===== src/rtl/data_mem_responder_if.sv =====
// rtl/data_mem_responder_if.sv - processor data-memory strobes plus preload handshake
// Purpose: bundles the processor-side data-memory bus (CEN/WEN/OEN/A/Data2Mem/ReadDataMem)
//          and the valid/ready preload port into one interface.
// Ports:   master = processor/bench side, slave = data_mem_responder side.
interface data_mem_responder_if #(
    parameter int DATA_W = 32,
    parameter int ADDR_W = 7
);
    logic              CEN;
    logic              WEN;
    logic              OEN;
    logic [ADDR_W-1:0] A;
    logic [DATA_W-1:0] Data2Mem;
    logic [DATA_W-1:0] ReadDataMem;
    logic              ld_valid;
    logic              ld_ready;
    logic [ADDR_W-1:0] ld_addr;
    logic [DATA_W-1:0] ld_data;
    logic              ld_bad_par;

    modport master (
        output CEN, WEN, OEN, A, Data2Mem,
        output ld_valid, ld_addr, ld_data, ld_bad_par,
        input  ReadDataMem, ld_ready
    );

    modport slave (
        input  CEN, WEN, OEN, A, Data2Mem,
        input  ld_valid, ld_addr, ld_data, ld_bad_par,
        output ReadDataMem, ld_ready
    );
endinterface


===== src/rtl/data_mem_responder.sv =====
// rtl/data_mem_responder.sv - single-cycle data-memory responder with posted write buffer
// Purpose: 2**ADDR_W x DATA_W word array answering processor reads combinationally, with a
//          one-entry posted write buffer (load forwarding), a post-reset clear sequencer and a
//          valid/ready preload port. Optional parity: define DMEM_PARITY_EN.
// Ports:   clk, rst (sync, active-high); bus (slave modport: strobes, address, data, preload);
//          init_done, rd_cnt, wr_cnt, access_err, par_err status outputs.
module data_mem_responder #(
    parameter int DATA_W = 32,
    parameter int ADDR_W = 7
) (
    input  logic                 clk,
    input  logic                 rst,
    data_mem_responder_if.slave  bus,
    output logic                 init_done,
    output logic [15:0]          rd_cnt,
    output logic [15:0]          wr_cnt,
    output logic                 access_err,
    output logic                 par_err
);
    localparam int DEPTH = 2**ADDR_W;
`ifdef DMEM_PARITY_EN
    localparam int MEM_W = DATA_W + 1;
`else
    localparam int MEM_W = DATA_W;
`endif

    typedef enum logic {S_CLEAR, S_RUN} state_t;

    state_t            state;
    state_t            state_nxt;
    logic [ADDR_W-1:0] ptr;
    logic [MEM_W-1:0]  mem [DEPTH];

    logic              wb_valid;
    logic [ADDR_W-1:0] wb_addr;
    logic [DATA_W-1:0] wb_data;

    logic              rd_en;
    logic              wr_en;
    logic              illegal;
    logic              ld_fire;
    logic              fwd;
    logic [MEM_W-1:0]  rd_word;
    logic [MEM_W-1:0]  commit_word;

    always_ff @(posedge clk) begin
        if (rst) begin
            state <= S_CLEAR;
        end else begin
            state <= state_nxt;
        end
    end

    // Strobes are only honoured in S_RUN and never while reset is asserted, so the
    // combinational outputs read as idle during reset regardless of the held state.
    always_comb begin
        state_nxt       = state;
        rd_en           = 1'b0;
        wr_en           = 1'b0;
        illegal         = 1'b0;
        ld_fire         = 1'b0;
        bus.ld_ready    = 1'b0;
        bus.ReadDataMem = '0;
        fwd             = wb_valid && (wb_addr == bus.A);
        rd_word         = mem[bus.A];
        case (state)
            S_CLEAR: begin
                if (ptr == ADDR_W'(DEPTH - 1)) begin
                    state_nxt = S_RUN;
                end
            end
            S_RUN: begin
                if (!rst) begin
                    wr_en        = !bus.CEN && !bus.WEN;
                    rd_en        = !bus.CEN && !bus.OEN && bus.WEN;
                    illegal      = !bus.CEN && !bus.WEN && !bus.OEN;
                    bus.ld_ready = !wr_en;
                    ld_fire      = bus.ld_valid && !wr_en;
                    if (rd_en) begin
                        bus.ReadDataMem = fwd ? wb_data : rd_word[DATA_W-1:0];
                    end
                end
            end
            default: state_nxt = S_CLEAR;
        endcase
    end

    assign init_done = (state == S_RUN);

    always_ff @(posedge clk) begin
        if (rst) begin
            ptr <= '0;
        end else if (state == S_CLEAR) begin
            ptr <= ptr + 1'b1;
        end
    end

`ifdef DMEM_PARITY_EN
    logic wb_bad_par;
    // Even parity over the data; a bad-parity preload flips the stored bit.
    assign commit_word = {(^wb_data) ^ wb_bad_par, wb_data};
`else
    logic unused_ld_bad_par;
    assign unused_ld_bad_par = bus.ld_bad_par;
    assign commit_word       = wb_data;
`endif

    // Single write port: clear sequencer owns it in S_CLEAR, buffer commit otherwise.
    // A buffered entry is dropped when reset arrives.
    always_ff @(posedge clk) begin
        if (!rst) begin
            if (state == S_CLEAR) begin
                mem[ptr] <= '0;
            end else if (wb_valid) begin
                mem[wb_addr] <= commit_word;
            end
        end
    end

    // The entry lives exactly one cycle: it commits on the edge after capture.
    always_ff @(posedge clk) begin
        if (rst) begin
            wb_valid <= 1'b0;
            wb_addr  <= '0;
            wb_data  <= '0;
        end else if (wr_en) begin
            wb_valid <= 1'b1;
            wb_addr  <= bus.A;
            wb_data  <= bus.Data2Mem;
        end else if (ld_fire) begin
            wb_valid <= 1'b1;
            wb_addr  <= bus.ld_addr;
            wb_data  <= bus.ld_data;
        end else begin
            wb_valid <= 1'b0;
        end
    end

`ifdef DMEM_PARITY_EN
    always_ff @(posedge clk) begin
        if (rst) begin
            wb_bad_par <= 1'b0;
        end else if (wr_en) begin
            wb_bad_par <= 1'b0;
        end else if (ld_fire) begin
            wb_bad_par <= bus.ld_bad_par;
        end
    end

    // Forwarded data never touched the array, so only array reads are checked.
    always_ff @(posedge clk) begin
        if (rst) begin
            par_err <= 1'b0;
        end else if (rd_en && !fwd && (^rd_word)) begin
            par_err <= 1'b1;
        end
    end
`else
    assign par_err = 1'b0;
`endif

    always_ff @(posedge clk) begin
        if (rst) begin
            rd_cnt     <= '0;
            wr_cnt     <= '0;
            access_err <= 1'b0;
        end else begin
            if (rd_en && (rd_cnt != 16'hFFFF)) begin
                rd_cnt <= rd_cnt + 16'd1;
            end
            if (wr_en && (wr_cnt != 16'hFFFF)) begin
                wr_cnt <= wr_cnt + 16'd1;
            end
            if (illegal) begin
                access_err <= 1'b1;
            end
        end
    end
endmodule


===== src/flat_wrapper.sv =====
// flat-port wrapper written by rule: the top's interface ports become plain ports
module data_mem_responder_flat 
#(
    parameter int DATA_W = 32,
    parameter int ADDR_W = 7
)
  (clk, rst, init_done, rd_cnt, wr_cnt, access_err, par_err, bus_CEN, bus_WEN, bus_OEN, bus_A, bus_Data2Mem, bus_ld_valid, bus_ld_addr, bus_ld_data, bus_ld_bad_par, bus_ReadDataMem, bus_ld_ready);
  data_mem_responder_if #(.DATA_W(DATA_W), .ADDR_W(ADDR_W)) bus_i ();
  input  logic clk;
  input  logic rst;
  output logic init_done;
  output logic [15:0] rd_cnt;
  output logic [15:0] wr_cnt;
  output logic access_err;
  output logic par_err;
  input wire logic [$bits(bus_i.CEN)-1:0] bus_CEN;
  input wire logic [$bits(bus_i.WEN)-1:0] bus_WEN;
  input wire logic [$bits(bus_i.OEN)-1:0] bus_OEN;
  input wire logic [$bits(bus_i.A)-1:0] bus_A;
  input wire logic [$bits(bus_i.Data2Mem)-1:0] bus_Data2Mem;
  input wire logic [$bits(bus_i.ld_valid)-1:0] bus_ld_valid;
  input wire logic [$bits(bus_i.ld_addr)-1:0] bus_ld_addr;
  input wire logic [$bits(bus_i.ld_data)-1:0] bus_ld_data;
  input wire logic [$bits(bus_i.ld_bad_par)-1:0] bus_ld_bad_par;
  output wire logic [$bits(bus_i.ReadDataMem)-1:0] bus_ReadDataMem;
  output wire logic [$bits(bus_i.ld_ready)-1:0] bus_ld_ready;
  assign bus_i.CEN = bus_CEN;
  assign bus_i.WEN = bus_WEN;
  assign bus_i.OEN = bus_OEN;
  assign bus_i.A = bus_A;
  assign bus_i.Data2Mem = bus_Data2Mem;
  assign bus_i.ld_valid = bus_ld_valid;
  assign bus_i.ld_addr = bus_ld_addr;
  assign bus_i.ld_data = bus_ld_data;
  assign bus_i.ld_bad_par = bus_ld_bad_par;
  assign bus_ReadDataMem = bus_i.ReadDataMem;
  assign bus_ld_ready = bus_i.ld_ready;
  data_mem_responder #(.DATA_W(DATA_W), .ADDR_W(ADDR_W)) u_core (.clk(clk), .rst(rst), .bus(bus_i), .init_done(init_done), .rd_cnt(rd_cnt), .wr_cnt(wr_cnt), .access_err(access_err), .par_err(par_err));
endmodule

===== config.mk =====
export PLATFORM = sky130hd
export DESIGN_NAME = data_mem_responder_flat
export DESIGN_NICKNAME = d
export VERILOG_FILES = /design/src/rtl/data_mem_responder_if.sv /design/src/rtl/data_mem_responder.sv /design/src/flat_wrapper.sv
export SDC_FILE = /design/constraint.sdc
export NUM_CORES = 2
export LEC_CHECK = 0
export CAP_MARGIN = 0
export CORE_UTILIZATION = 35
export CTS_BUF_LIST = sky130_fd_sc_hd__clkbuf_8
export CTS_CLUSTER_DIAMETER = 50
export DETAILED_ROUTE_END_ITERATION = 10
export SKIP_LAST_GASP = 1
export SLEW_MARGIN = 20
export SYNTH_ARGS = -nofsm -noshare
export SYNTH_HDL_FRONTEND = slang
export SYNTH_SLANG_ARGS = --single-unit

===== constraint.sdc =====
create_clock -name clk -period 3.9 [get_ports clk]
set_input_delay 0.78 -clock clk [delete_from_list [all_inputs] [get_ports clk]]
set_output_delay 0.78 -clock clk [all_outputs]
set_load 0.05 [all_outputs]

==> flow_metrics.py <==
metrics = {
    "outcome": {
        "status": "finished, violations left",
        "violations": "negative setup slack",
    },
    "placement": {
        "gp_congestion": 0.874,
        "dp_hpwl_mm": 298,
        "place_ws_ps": -1250,
        "port-buffer-count": 150,
        "placed_area_um2": 183000,
    },
    "worst_setup_path": {
        "critPathMaxFanout": 7,
        "cp-end-kind": "primary output",
        "crit_path_start_kind": "flop",
        "critPathArrivalTime_ps": 4000,
        "path_cells": "xor2_2, nor4_4, buf_6, a2111oi_4, buf_6, buf_12, o211ai_1, o31ai_4, nor4_4, buf_12",
        "critPathMaxStageDelay_ps": 560,
        "startpoint": "u_core.wb_addr[5]$_SDFFE_PP0P_",
        "worstPathRequired_ps": 3120,
        "regToRegSetupSlack_ps": 470,
        "rr_worst_depth": 8,
        "crit-reg2reg-launch": "u_core.init_done$_SDFF_PP0_",
        "crit_type": "reg -> out",
        "reg2reg_to": "u_core.mem[125][18]$_DFFE_PP_",
        "slowest_stage": "nor4_4",
    },
    "logic_synthesis": {
        "ys_seq_elements": 4177,
        "ys_seq_area_share_pct": 76.9,
        "synthArstFlopShare_pct": 0,
        "syn_nets": 8161,
        "avgSynthCellArea_um2": 20.1,
        "synth_cell_type_count": 64,
        "syn-cell-area_um2": 162000,
        "ys.flop_type": "edfxtp_1",
        "yosys_warnings": 0,
        "synth_edf_count": 4096,
        "syn_inst": 8073,
    },
    "drt": {
        "post_drt_wl_per_cell_um": 29.3,
        "dr.pass1.iters": 5,
        "drtAntennaViolNets": 0,
        "via_per_inst": 5.42,
        "remaining_drc_errors": 0,
        "wirelength_mm": 471,
        "drt_iter0_drc": 9443,
        "num_vias": 87200,
    },
    "clock_network": {
        "path_clk_slew_ps": 60,
        "cts_tree": "yes",
        "cts_sinks": 4177,
        "cts_root_buffer": "clkbuf_8",
        "cts_made_buffers": 653,
        "clockBufferDepth": 4,
        "ctsHtreeMaxLevel": 6,
        "clock_latency_ps": 1260,
    },
    "floorplanning": {
        "rows": 249,
        "die_area_um2": 466000,
        "start_util_pct": 35.2,
        "die_h_um": 682,
        "chipWidth_um": 682,
        "io_pins": 153,
        "core-area_um2": 460000,
    },
    "global_routing": {
        "grt_pass1_vias": 87900,
        "grt_remaining_overflow": 0,
        "grt_antenna_before_repair": 12,
        "grt_max_degree": 129,
        "grtUsageTotal_pct": 19.7,
        "grt_pass1_wl_mm": 658,
    },
    "sta": {
        "setup_violations": 32,
        "min_period_ps": 4780,
        "setup_tns_ps": -24660,
        "drv_slew": 0,
        "final.setup.worst_slack_ps": -885,
        "rsz0062_at_grt": "yes",
        "fin_skew_ps": 61.0,
        "slew_headroom_pct": 22.3,
        "period_share_pct": 123,
        "worstMarginPinSlew_ps": 1150,
        "hold_viol": 0,
        "fmax_ghz": 0.209,
    },
    "finish": {
        "filler_cell_count": 39900,
        "final_common_cell": "edfxtp_1",
        "design_area_um2": 196000,
        "fin_nets": 9524,
        "area_growth_pct": 20.9,
        "drive_gt1_share_pct": 28.0,
        "most-common-layout-cells": "edfxtp_1 (4096), mux2i_1 (1114), clkbuf_8 (668), buf_4 (648), mux4_2 (545)",
    },
    "pwr": {
        "ir_drop_v": 0.000357,
        "power.density_nw_per_um2": 445,
        "p_leak_uw": 0.0636,
    },
    "min_path": {
        "hold_start": "bus_A[4]",
        "worstHoldPathCells": 4,
        "min_to": "u_core.wb_addr[4]$_SDFFE_PP0P_",
        "hold_class": "in -> reg",
    },
    "job": {
        "max-cap-violations": 0,
    },
}
[power breakdown]
group / total [uW] / internal, uW / switching [uW]
logic: 4370 / 1870 / 2500
registers: 48600 / 48600 / 21.1
clock network: 34100 / 16800 / 17200
total: 87100 / 67300 / 19800
[critical path: cells and delay by family, from the launching register on]
family                    cells  cell delay (ps)
AOI/OAI and AO/OA             3              470
xor gates and xnor gates      1              220
DFF                           1              350
and+or+nand+nor               2              950
buffers and inverters         4              730
[cell families (layout without fill, tap and decap cells)]
| family | after synthesis | after routing | synth area share [%] |
|---|---|---|---|
| adders and majority gates | 3 | 3 | 0.0232 |
| DFF | 4177 | 4177 | 76.9 |
| other | 1 | 8 | 0.00231 |
| buffers and inverters | 497 | 2365 | 1.77 |
| and+or+nand+nor | 694 | 694 | 2.02 |
| xor gates and xnor gates | 32 | 32 | 0.178 |
| AOI/OAI and AO/OA | 1001 | 1001 | 4.50 |
| muxes | 1668 | 1668 | 14.6 |
[cells in the mapped netlist (11+ instances only)]
master	n	area [um2]
nand2b_1	11	68.8
mux4_2	545	12300
o21ai_0	19	95.1
nand2_1	83	312
dfxtp_1	81	1620
o22ai_1	129	807
nand3_1	118	591
clkbuf_1	215	807
a22oi_1	315	2360
o221ai_1	222	1940
nor4_1	69	432
nor3_1	14	70.1
buf_4	65	488
a32oi_1	31	272
xnor2_1	16	140
o31ai_1	33	248
and2_1	36	225
mux2i_1	1114	11200
buf_12	11	220
xor2_1	15	131
o211ai_1	62	465
edfxtp_1	4096	123000
buf_6	49	552
buf_1	38	143
nor2_1	306	1150
buf_2	99	495
a21oi_1	140	701
a211oi_1	40	300
[final cells by class]
class	instances	area, um2	share of cell area (%)
flip-flops and latches	4177	125000	63.6
multi-input cells	3399	37200	19.0
repair buffers	1196	14400	7.37
clock buffers	668	9190	4.69
well taps	6149	7690	3.93
clock inverters	492	2640	1.35
inverters	9	36.3	0.0185
diodes	7	17.5	0.00894
[per-layer routing]
| metal | GRT usage [%] | part of all wire (%) |
|---|---|---|
| met3 | 3.53 | 7.2 |
| met4 | 8.75 | 4.7 |
| met2 | 32.5 | 49 |
| met1 | 25.5 | 40 |
| met5 | 0 | 0.0057 |
[through the flow]
| stage | cells | hold WS, ps | power, uW | utilization, % |
|---|---|---|---|---|
| 3_5_place_dp | 14900 | 506 | 53800 | 39.7 |
| 4_1_cts | 16100 | 35.0 | 87600 | 42.4 |
| 2_1_floorplan | 8073 | 505 | 51800 | - |
| 6_report | 16100 | 115 | 87100 | 42.5 |
| 3_3_place_gp | 14900 | 486 | 53700 | 39.7 |
| 5_1_grt | 16100 | 92.6 | 89700 | 42.5 |
[worst max path at each step]
stage	end	cells after the start
after floorplan	u_core.mem[32][0]$_DFFE_PP_	7
after global placement	bus_ReadDataMem[4]	10
after detailed placement	bus_ReadDataMem[11]	10
after CTS	bus_ReadDataMem[10]	11
after global routing	bus_ReadDataMem[10]	11
final	bus_ReadDataMem[10]	10
[state kept, by name, summed over array words and instances (netlist names)]
| register | count |
|---|---|
| u_core.access_err | 1 |
| u_core.commit_word | 32 |
| u_core.init_done | 1 |
| u_core.mem | 4096 |
| u_core.ptr | 7 |
| u_core.rd_cnt | 16 |
| u_core.wb_addr | 7 |
| u_core.wb_valid | 1 |
| u_core.wr_cnt | 16 |
[repair_timing]
| item | CTS | global route |
|---|---|---|
| hold buffers | 1 | 0 |
| hold endpoints to repair | 6 | 0 |
| resized for setup | 106 | 92 |
| cloned | 1 | 2 |
| pin swaps | 30 | 28 |
| buffers inserted | 18 | 12 |
| endpoints found under the setup margin | 34 | 32 |
(Power assumes the default switching activity.)
